===== src/rtl/dma_irq_sequencer_pkg.sv =====
// Shared CPU definitions for the DMA/interrupt sequencer.
// Contents: sequencer state encoding and the CPU status-register bit
// positions that dma_ack, irq_en and halt occupy.
package dma_irq_sequencer_pkg;

    typedef enum logic [1:0] {
        RUN      = 2'd0,
        DMA      = 2'd1,
        HALT     = 2'd2,
        IRQ_WAIT = 2'd3
    } seq_state_t;

    localparam int unsigned STAT_W           = 8;
    localparam int unsigned STAT_DMA_ACK_BIT = 0;
    localparam int unsigned STAT_IRQ_EN_BIT  = 1;
    localparam int unsigned STAT_HALT_BIT    = 4;

    // Places the sequencer-owned flags at their status-register positions.
    function automatic logic [STAT_W-1:0] seq_status_bits(input logic dma_ack, input logic halt);
        logic [STAT_W-1:0] s;
        s                   = '0;
        s[STAT_DMA_ACK_BIT] = dma_ack;
        s[STAT_HALT_BIT]    = halt;
        return s;
    endfunction

endpackage


===== src/rtl/dma_irq_sequencer_irq_prio_enc.sv =====
// Combinational priority encoder for pending interrupts: lowest index wins.
// Ports:
//   pending  - latched interrupt requests
//   mask     - 1 = line enabled
//   valid_c  - at least one enabled line is pending
//   index_c  - index of the lowest enabled pending line (0 when none)
module irq_prio_enc
    import dma_irq_sequencer_pkg::*;
#(
    parameter int unsigned NUM_IRQ = 8
) (
    input  logic [NUM_IRQ-1:0]         pending,
    input  logic [NUM_IRQ-1:0]         mask,
    output logic                       valid_c,
    output logic [$clog2(NUM_IRQ)-1:0] index_c
);

    localparam int unsigned IDX_W = $clog2(NUM_IRQ);

    logic [NUM_IRQ-1:0] req;

    assign req = pending & mask;

    // Scan from the top so the lowest set bit is the last one written.
    always_comb begin
        valid_c = 1'b0;
        index_c = '0;
        for (int i = int'(NUM_IRQ) - 1; i >= 0; i--) begin
            if (req[i]) begin
                valid_c = 1'b1;
                index_c = IDX_W'(i);
            end
        end
    end

endmodule


===== src/rtl/dma_irq_sequencer.sv =====
// Instruction-boundary arbiter between CPU, DMA master and interrupts.
// Owns the dma_ack and halt status bits and the microsequencer stall.
// Optional build macro: SOL1_DMA_TIMEOUT_EN bounds each DMA grant to
// DMA_TIMEOUT cycles and pulses dma_err when a grant is cut short.
// Ports:
//   clk, arst         - clock, asynchronous active-high reset
//   fetch_boundary    - microcode at an instruction fetch point
//   irq_en            - global interrupt enable status bit
//   halt_set          - HALT instruction executing (with fetch_boundary)
//   dma_req / dma_ack - DMA bus request (level) / grant
//   halt, cpu_stall   - CPU halted / freeze microsequencer
//   irq_req, irq_mask - interrupt lines (level, async) / per-line enable
//   irq_take          - one-cycle pulse: enter interrupt microsequence
//   irq_vector        - index of the interrupt being taken
//   irq_ack           - microcode fetched the vector
//   dma_err           - DMA timeout pulse (0 without the optional feature)
module dma_irq_sequencer
    import dma_irq_sequencer_pkg::*;
#(
    parameter int unsigned NUM_IRQ     = 8,
    parameter int unsigned DMA_TIMEOUT = 1024
) (
    input  logic                       clk,
    input  logic                       arst,
    input  logic                       fetch_boundary,
    input  logic                       irq_en,
    input  logic                       halt_set,
    input  logic                       dma_req,
    output logic                       dma_ack,
    output logic                       halt,
    output logic                       cpu_stall,
    input  logic [NUM_IRQ-1:0]         irq_req,
    input  logic [NUM_IRQ-1:0]         irq_mask,
    output logic                       irq_take,
    output logic [$clog2(NUM_IRQ)-1:0] irq_vector,
    input  logic                       irq_ack,
    output logic                       dma_err
);

    localparam int unsigned IDX_W = $clog2(NUM_IRQ);

    if (NUM_IRQ < 2 || NUM_IRQ > 16 || DMA_TIMEOUT < 2) begin : g_param_check
        $error("dma_irq_sequencer: NUM_IRQ must be 2..16 and DMA_TIMEOUT >= 2");
    end

    seq_state_t         state, state_n;
    logic               ret_halt, ret_halt_n;
    logic               dma_ack_n, halt_n, cpu_stall_n, irq_take_n, dma_err_n;
    logic [IDX_W-1:0]   irq_vector_n;
    logic [NUM_IRQ-1:0] irq_sync, irq_prev, irq_edge, pending, pending_n, ack_clr;
    logic               prio_valid, eligible;
    logic [IDX_W-1:0]   prio_idx;
    logic               dma_go, timeout;

    // Two-stage capture: first flop samples the async lines, second gives the edge reference.
    always_ff @(posedge clk or posedge arst) begin
        if (arst) begin
            irq_sync <= '0;
            irq_prev <= '0;
            pending  <= '0;
        end else begin
            irq_sync <= irq_req;
            irq_prev <= irq_sync;
            pending  <= pending_n;
        end
    end

    assign irq_edge  = irq_sync & ~irq_prev;
    assign ack_clr   = (state == IRQ_WAIT && irq_ack) ? (NUM_IRQ'(1) << irq_vector) : '0;
    // Edge is OR-ed after the clear so a fresh request on the acked line survives.
    assign pending_n = (pending & ~ack_clr) | irq_edge;

    irq_prio_enc #(.NUM_IRQ(NUM_IRQ)) u_prio (
        .pending (pending),
        .mask    (irq_mask),
        .valid_c (prio_valid),
        .index_c (prio_idx)
    );

    assign eligible = irq_en & prio_valid;

`ifdef SOL1_DMA_TIMEOUT_EN
    localparam int unsigned CNT_W = $clog2(DMA_TIMEOUT);

    logic [CNT_W-1:0] dma_cnt;
    logic             dma_block;

    // Counter idles at zero outside DMA; block holds off regrant until dma_req drops.
    always_ff @(posedge clk or posedge arst) begin
        if (arst) begin
            dma_cnt   <= '0;
            dma_block <= 1'b0;
        end else begin
            dma_cnt <= (state == DMA) ? dma_cnt + CNT_W'(1) : '0;
            if (timeout)
                dma_block <= 1'b1;
            else if (!dma_req)
                dma_block <= 1'b0;
        end
    end

    assign timeout = (state == DMA) && (dma_cnt == CNT_W'(DMA_TIMEOUT - 1));
    assign dma_go  = dma_req & ~dma_block;
`else
    assign timeout = 1'b0;
    assign dma_go  = dma_req;
`endif

    // State and registered outputs.
    always_ff @(posedge clk or posedge arst) begin
        if (arst) begin
            state      <= RUN;
            ret_halt   <= 1'b0;
            dma_ack    <= 1'b0;
            halt       <= 1'b0;
            cpu_stall  <= 1'b0;
            irq_take   <= 1'b0;
            irq_vector <= '0;
            dma_err    <= 1'b0;
        end else begin
            state      <= state_n;
            ret_halt   <= ret_halt_n;
            dma_ack    <= dma_ack_n;
            halt       <= halt_n;
            cpu_stall  <= cpu_stall_n;
            irq_take   <= irq_take_n;
            irq_vector <= irq_vector_n;
            dma_err    <= dma_err_n;
        end
    end

    // Next state and next output values.
    always_comb begin
        state_n      = state;
        ret_halt_n   = ret_halt;
        dma_ack_n    = dma_ack;
        halt_n       = halt;
        cpu_stall_n  = cpu_stall;
        irq_take_n   = 1'b0;
        irq_vector_n = irq_vector;
        dma_err_n    = 1'b0;
        case (state)
            RUN: begin
                if (fetch_boundary) begin
                    if (dma_go) begin
                        state_n     = DMA;
                        ret_halt_n  = 1'b0;
                        dma_ack_n   = 1'b1;
                        cpu_stall_n = 1'b1;
                    end else if (eligible) begin
                        state_n      = IRQ_WAIT;
                        irq_take_n   = 1'b1;
                        irq_vector_n = prio_idx;
                    end else if (halt_set) begin
                        state_n     = HALT;
                        halt_n      = 1'b1;
                        cpu_stall_n = 1'b1;
                    end
                end
            end
            DMA: begin
                if (!dma_req || timeout) begin
                    dma_ack_n = 1'b0;
                    dma_err_n = timeout;
                    if (ret_halt) begin
                        state_n = HALT;
                    end else begin
                        state_n     = RUN;
                        cpu_stall_n = 1'b0;
                    end
                end
            end
            HALT: begin
                if (dma_go) begin
                    state_n    = DMA;
                    ret_halt_n = 1'b1;
                    dma_ack_n  = 1'b1;
                end else if (eligible) begin
                    state_n      = IRQ_WAIT;
                    halt_n       = 1'b0;
                    cpu_stall_n  = 1'b0;
                    irq_take_n   = 1'b1;
                    irq_vector_n = prio_idx;
                end
            end
            IRQ_WAIT: begin
                if (irq_ack)
                    state_n = RUN;
            end
            default: state_n = RUN;
        endcase
    end

endmodule


===== config.mk =====
export PLATFORM = sky130hd
export DESIGN_NAME = dma_irq_sequencer
export DESIGN_NICKNAME = d
export VERILOG_FILES = /design/src/rtl/dma_irq_sequencer_pkg.sv /design/src/rtl/dma_irq_sequencer_irq_prio_enc.sv /design/src/rtl/dma_irq_sequencer.sv
export SDC_FILE = /design/constraint.sdc
export NUM_CORES = 1
export LEC_CHECK = 0
export CAP_MARGIN = 20
export CORE_MARGIN = 2
export CORE_UTILIZATION = 45
export CTS_CLUSTER_SIZE = 24
export DETAILED_ROUTE_END_ITERATION = 7
export PLACE_DENSITY = 0.74
export RECOVER_POWER = 50
export SLEW_MARGIN = 20
export SYNTH_ARGS = -nofsm -noshare
export SYNTH_HDL_FRONTEND = slang
export SYNTH_HIERARCHICAL = 1
export SYNTH_SLANG_ARGS = --single-unit
export TNS_END_PERCENT = 30

===== constraint.sdc =====
create_clock -name clk -period 1.7 [get_ports clk]
set_input_delay 0.34 -clock clk [delete_from_list [all_inputs] [get_ports clk]]
set_output_delay 0.34 -clock clk [all_outputs]
set_load 0.05 [all_outputs]

==> metrics, run 1 <==
H-tree depth 2; Worst Hold Endpoint irq_prev[2]; Starting DRT DRC Count 102; Yosys cell types 38; Post-Syn Instances 137; Top Ports 31; hold-fix buffers at CTS 0; Setup Skew 0.00874 ns; area delta synth->final 47.3%; post-DR vias/cell 5.21; CTS tree done; # fillers 265; total clock sinks 34; GRT Overall Usage 19.7%; Slew HR 45.0%; Period minus WS final 1.85 ns; Ys Warns 6; Hold Startpoint irq_sync[2]; GP Congestion 0.971; Worst-path clk slew 0.12 ns; reg-to-reg startpoint pending[7]; vias in the first global route 1305; Post-synth EDFFs 0; slowest CP cell clkdlybuf4s50_1; via count 1302; post-synthesis compound-gate area fraction 18.8%; Initial Util 46.5%; CP top delay family buffers and inverters; total gr overflow 0; synthesized flop and latch total 34; worst slew pin tran 0.825 ns; CP Capture Type flip-flop; ys flop type dfrtp_1; Hold Path Stages 0; Met3 Wirelength 194 µm; failing checks negative setup slack; CTS max path bufs 2; startpoint types input port; Die H 62.5 µm; DIE AREA a little under 4000 µm²; Max Freq 0.540 GHz; Worst Reg-to-Reg Cells 7; FF-to-FF setup slack -0.15 ns; syn_nets 167; Final Max Tran Viols 0; RSZ-0062 raised after global routing true; wl on met1 1540 µm; sequential cell fraction of total power 33.6%; crit-path cells clkdlybuf4s50_1 > a22oi_2 > nand4_1 > buf_4 > nand3b_4 > nor3_4 > mux2_4; drt drc 0; leakage power about 0.0010 µW; NetSw 1210 µW; Critical Path RT 1.93 ns; Max-cap violations 0; final critical-path share of the clock period 109%; Arr. time, crit path 2.08 ns; Synth Area in Simple Gates 11.0%; commonest cells in the synthesized netlist dfrtp_1 (34), inv_1 (16), o21ai_0 (16); synthesized area per cell 11.2 µm²; clock latency on the worst-skew pair about 0.33 ns; Synth area leader dfrtp_1; Power Total 3310 µW; peak supply drop 0.766 mV; total CTS buffers 5; Crit Reg-Reg Endpoint irq_vector[0]; layout net count between 200 and 250; die width 62.5 µm; area share of the largest cell type after synthesis 55.3%; Int Pwr 2090 µW; port bufs 29; sequential area share after synthesis 55.3%; slowest stage delay, CP around 0.52 ns; kind of critical path input port to flip-flop; clock power share 22.9%; core area about 3300 µm²; post-synthesis async set-or-reset flop share 100%; Critical Path Fanout Max 3; status finished, violations left; DRT Pass-1 Iters 4; share of layout cells above drive strength 1 between 30% and 40%; # diodes 0; P per Cell Area 1460 nW/µm²; met2 WL post-DR 1910 µm; initial antenna violation count 0; Hold Vio Cnt, Final 0; Worst Path Buf+Inv 2; ranking of synthesized cells by area dfrtp_1 (55%), ha_1 (5.7%), o21ai_0 (5.2%), inv_1 (3.9%), mux2_2 (2.9%); register area 852 µm²; largest net degree at the start of global routing 35; post-synthesis adder-cell area fraction 5.69%; count leader, synth dfrtp_1; Detail Route Antenna Nets 0; Synth Cell Area 1540 µm²; final setup vio count 6; first-pass GRT wire length a little over 6000 µm; row count 21; Root Driver clkbuf_4; post-synthesis mux area share 4.31%; final WL 3680 µm; Synth Area in XOR/XNOR 0%; placed inst area 2090 µm²; final instance area 2270 µm²; WL per Instance 14.7 µm; Gate power share 43.5%; Multi-input gate area 661 µm²; largest family of logic cells by synthesized area compound AO/OA/AOI/OAI gates; HP Class flip-flop to flip-flop; switching share of power 36.7%; uppermost layer routed met4; final worst slack -0.153 ns; HPWL after DPL 2570 µm
## sequential cells by signal (all words and copies together) (netlist names)
register and cells:
halt 1, state 2, irq_vector 3, irq_prev 8
irq_sync 8, irq_take 1, dma_ack 1, cpu_stall 1
ret_halt 1, pending 8
## worst reg2reg max path, cell delays in order, from the launching register on
cell	delay, ns
dfrtp_1	0.38
a22o_1	0.22
nor2b_4	0.06
nand4_1	0.16
buf_4	0.17
nand3b_4	0.10
nor3_4	0.32
mux2_4	0.34
## area by class of cell
class | instances | share of cell area (%)
sequential | 34 | 37.6
multi-input combinational | 85 | 29.1
timing repair buffer | 61 | 23.4
clock inverter | 3 | 3.04
inverter | 16 | 2.65
tap | 46 | 2.54
clock buffer | 5 | 1.66
## cells by family (layout without fill, tap and decap cells)
| kind of cell | count (synthesis) | after routing |
|---|---|---|
| buffers and inverters | 18 | 85 |
| AOI/OAI and AO/OA | 42 | 42 |
| DFF | 34 | 34 |
| adders and majority gates | 7 | 7 |
| other | 1 | 1 |
| muxes | 6 | 6 |
| and+or+nand+nor | 29 | 29 |
## worst max-delay path by stage
| stage | start | end | cells past startpoint |
|---|---|---|---|
| after floorplan | pending[5] | state[1] | 6 |
| final | irq_mask[0] | irq_vector[0] | 7 |
| after CTS | pending[4] | state[1] | 6 |
| after detailed placement | irq_mask[7] | state[1] | 7 |
| after global routing | pending[7] | irq_vector[0] | 7 |
| after global placement | irq_mask[5] | irq_vector[2] | 7 |
## through the flow
step | util, % | instances | setup TNS, ns | worst slack [ns] | hold slack, ns
2_1_floorplan | - | 137 | 0 | 0.0253 | 0.354
3_3_place_gp | 63.2 | 237 | -2.94 | -0.431 | 0.359
3_5_place_dp | 63.2 | 237 | -3.32 | -0.486 | 0.365
4_1_cts | 67.1 | 246 | -0.201 | -0.0652 | 0.392
5_1_grt | 68.5 | 250 | -1.06 | -0.186 | 0.395
6_report | 68.5 | 250 | -0.676 | -0.153 | 0.386
## placed cells by master, fill, tap and decap left out, drive strengths merged, types with 2 or more instances in the layout
cell	n
nand2b	2
dlygate4sd2	4
nor2b	2
clkdlybuf4s50	9
nand4	2
nand2	11
nand3b	2
o31ai	3
bufinv	2
buf	38
a221oi	2
a31oi	2
clkbuf	6
mux2	5
nand3	2
a22oi	2
dlygate4sd3	9
inv	16
a21oi	6
nor2	6
dfrtp	34
a32oi	3
o21ai	17
ha	7
## what timing repair did
action,CTS,global route
gates resized for setup,12,4
buffers inserted,1,4
pin swaps,7,3
gates cloned,0,0
endpoints found under the hold margin,0,0
endpoints found under the setup margin,8,8
## per-layer routing
layer,track usage (%),vias to the layer above
li1,-,618
met1,25.0,630
met2,32.1,52
met3,6.13,2
met4,6.39,0
met5,0,-
## power by group through the flow
stage	Combinational (µW)	Clock (µW)	Sequential [µW]
3_3_place_gp	1330	0	1100
5_1_grt	1560	803	1130
6_report	1440	757	1110
2_1_floorplan	599	0	1300
4_1_cts	1410	770	1100
3_5_place_dp	1370	0	1110
(Power assumes the default switching activity.)
==> run 2, diff against run 1 <==
CORE_MARGIN = unset   (was 2)
==> metrics, run 2 (synthesis results as in run 1) <==
Root Driver clkbuf_4 (unchanged); total CTS buffers 5 (unchanged); Critical Path RT 1.94 ns (was 1.93 ns); Detail Route Antenna Nets 0 (unchanged); drt drc 0 (unchanged); Hold Vio Cnt, Final 0 (unchanged); non-filler cells in the finished layout 250 (unchanged); core area 3150 µm² (was 3310 µm²); row count 20 (was 21); Max-cap violations 0 (unchanged); GRT Overall Usage 23.3% (was 19.7%); clock latency on the worst-skew pair 0.34 ns (was 0.33 ns); port bufs 29 (unchanged); Slew HR 45.8% (was 45.0%); DRT Pass-1 Iters 4 (unchanged); first-pass GRT wire length 6100 µm (was 6080 µm); peak supply drop 0.819 mV (was 0.766 mV); crit path from pending[5] (was irq_mask[0]); Final Max Tran Viols 0 (unchanged); slowest stage delay, CP 0.42 ns (was 0.52 ns); commonest cells after routing, fill and taps aside buf_4 (38), dfrtp_1 (33), inv_1 (16), o21ai_0 (16), nand2_1 (11) (was buf_4 (36), dfrtp_1 (33), o21ai_0 (16)); WL per Instance 14.3 µm (was 14.7 µm); Setup Skew 0.0105 ns (was 0.00874 ns); Critical Path Fanout Max 3 (unchanged); final critical-path share of the clock period 103% (was 109%); Top Ports 31 (unchanged); final WL 3570 µm (was 3680 µm); via count 1296 (was 1302); vias in the first global route 1285 (was 1305); # diodes 0 (unchanged); RSZ-0062 raised after global routing true (unchanged); total gr overflow 0 (unchanged); H-tree depth 2 (unchanged); largest net degree at the start of global routing 35 (unchanged); crit-path cells a22oi_2 > nor2b_4 > nand4_1 > a21oi_2 > a21oi_2 > mux2_4 (was clkdlybuf4s50_1 > a22oi_2 > nand4_1 > buf_4 > nand3b_4 > nor3_4 > mux2_4); initial antenna violation count 0 (unchanged); worst slew pin tran 0.813 ns (was 0.825 ns); status finished, violations left (unchanged); Crit path top cell by count a21oi_2; top flop regs irq_prev (8), irq_sync (8), pending (8) (unchanged); GP Congestion 0.958 (was 0.971); slowest CP cell dfrtp_1 (was clkdlybuf4s50_1); layout net count 235 (was 233); HP Class flip-flop to flip-flop (unchanged); die width 60.5 µm (was 62.5 µm); placed cells 237 (unchanged); kind of critical path flip-flop to flip-flop (was input port to flip-flop); placed inst area 2100 µm² (was 2090 µm²); post-DR vias/cell 5.18 (was 5.21); CP Capture Type flip-flop (unchanged); setup TNS -0.107 ns (was -0.676 ns); FF-to-FF setup slack -0.06 ns (was -0.15 ns); P per Cell Area 1430 nW/µm² (was 1460 nW/µm²); final instance area 2260 µm² (was 2270 µm²); post-place setup slack -0.520 ns (was -0.486 ns); Starting DRT DRC Count 53 (was 102); Initial Util 48.8% (was 46.5%); Hold Startpoint irq_sync[4] (was irq_sync[2]); Arr. time, crit path 1.99 ns (was 2.08 ns); final worst slack -0.0571 ns (was -0.153 ns); Period minus WS final 1.76 ns (was 1.85 ns); Worst-path clk slew 0.11 ns (was 0.12 ns); share of layout cells above drive strength 1 32.5% (was 33.3%); final setup vio count 4 (was 6); leakage power 0.00105 µW (was 0.00104 µW); CP top delay family compound AO/OA/AOI/OAI gates (was buffers and inverters); most common cell after layout, fill and taps aside buf_4 (unchanged); startpoint types flip-flop (was input port); CTS max path bufs 2 (unchanged); area delta synth->final 46.9% (was 47.3%); failing checks negative setup slack (unchanged); Max Freq 0.569 GHz (was 0.540 GHz); CTS tree done (unchanged); DIE AREA 3660 µm² (was 3900 µm²); total clock sinks 34 (unchanged); reg-to-reg startpoint pending[5] (was pending[7]); Die H 60.5 µm (was 62.5 µm); HPWL after DPL 2530 µm (was 2570 µm); Worst Path Buf+Inv 0 (was 2)
[run 2: cell types whose count changed in the layout (fill, tap and decap cells not counted), moves of 2 or more]
cell    change
mux2_2      +3
mux2_4      -3
buf_4       +2
ha_1        -2
ha_2        +2
inv_1       +2
inv_2       -2
[run 2: per-layer routing]
layer | wire length (µm) | global-route usage (%) | share of wire (%)
met1 | 1600 | 31.0 | 45
met5 | 0 | 0 | 0
met4 | 64 | 9.74 | 1.8
met3 | 187 | 6.18 | 5.2
met2 | 1720 | 36.3 | 48
[run 2: path summary, 6_finish.rpt]
kind / endpoint / depth (start not counted)
max: state[1] / 6
min: irq_prev[4] / 0
max reg2reg: state[1] / 6
min reg2reg: irq_prev[4] / 0
max in group asynchronous: state[0] / 3
min in group asynchronous: pending[1] / 3
[run 2: cell type report]
| cell class | instances | area (µm²) |
|---|---|---|
| Inverter | 16 | 60.1 |
| Clock inverter | 3 | 68.8 |
| Clock buffer | 5 | 37.5 |
| Timing Repair Buffer | 63 | 549 |
| Sequential cell | 34 | 852 |
| Multi-Input combinational cell | 85 | 638 |
| Fill cell | 237 | 892 |
| Tap cell | 44 | 55.1 |
[run 2: what timing repair did]
item | in CTS | in global routing
pin swaps | 6 | 4
hold buffers | 0 | 0
setup buffers | 4 | 1
gates resized for setup | 6 | 4
setup endpoints to repair | 7 | 9
[run 2: report_power, final]
part	switching (µW)	internal, µW	leakage (µW)
logic	738	649	0.000618
clock network	277	460	0.0000554
registers	156	950	0.000380
total	1170	2060	0.00105
[run 2: stage by stage]
stage | utilization [%] | power, µW | hold WS (ns)
finish | 71.7 | 3230 | 0.386
global route | 71.7 | 3430 | 0.396
CTS | 71.3 | 3230 | 0.383
detailed placement | 66.7 | 2460 | 0.365
global placement | 66.7 | 2410 | 0.359
floorplan | - | 1900 | 0.354
==> run 3, diff against run 2 <==
CTS_CLUSTER_DIAMETER = 40   (was unset)
==> results of run 3 <==
The final DEF is identical to that of run 2; final timing and power are the same.
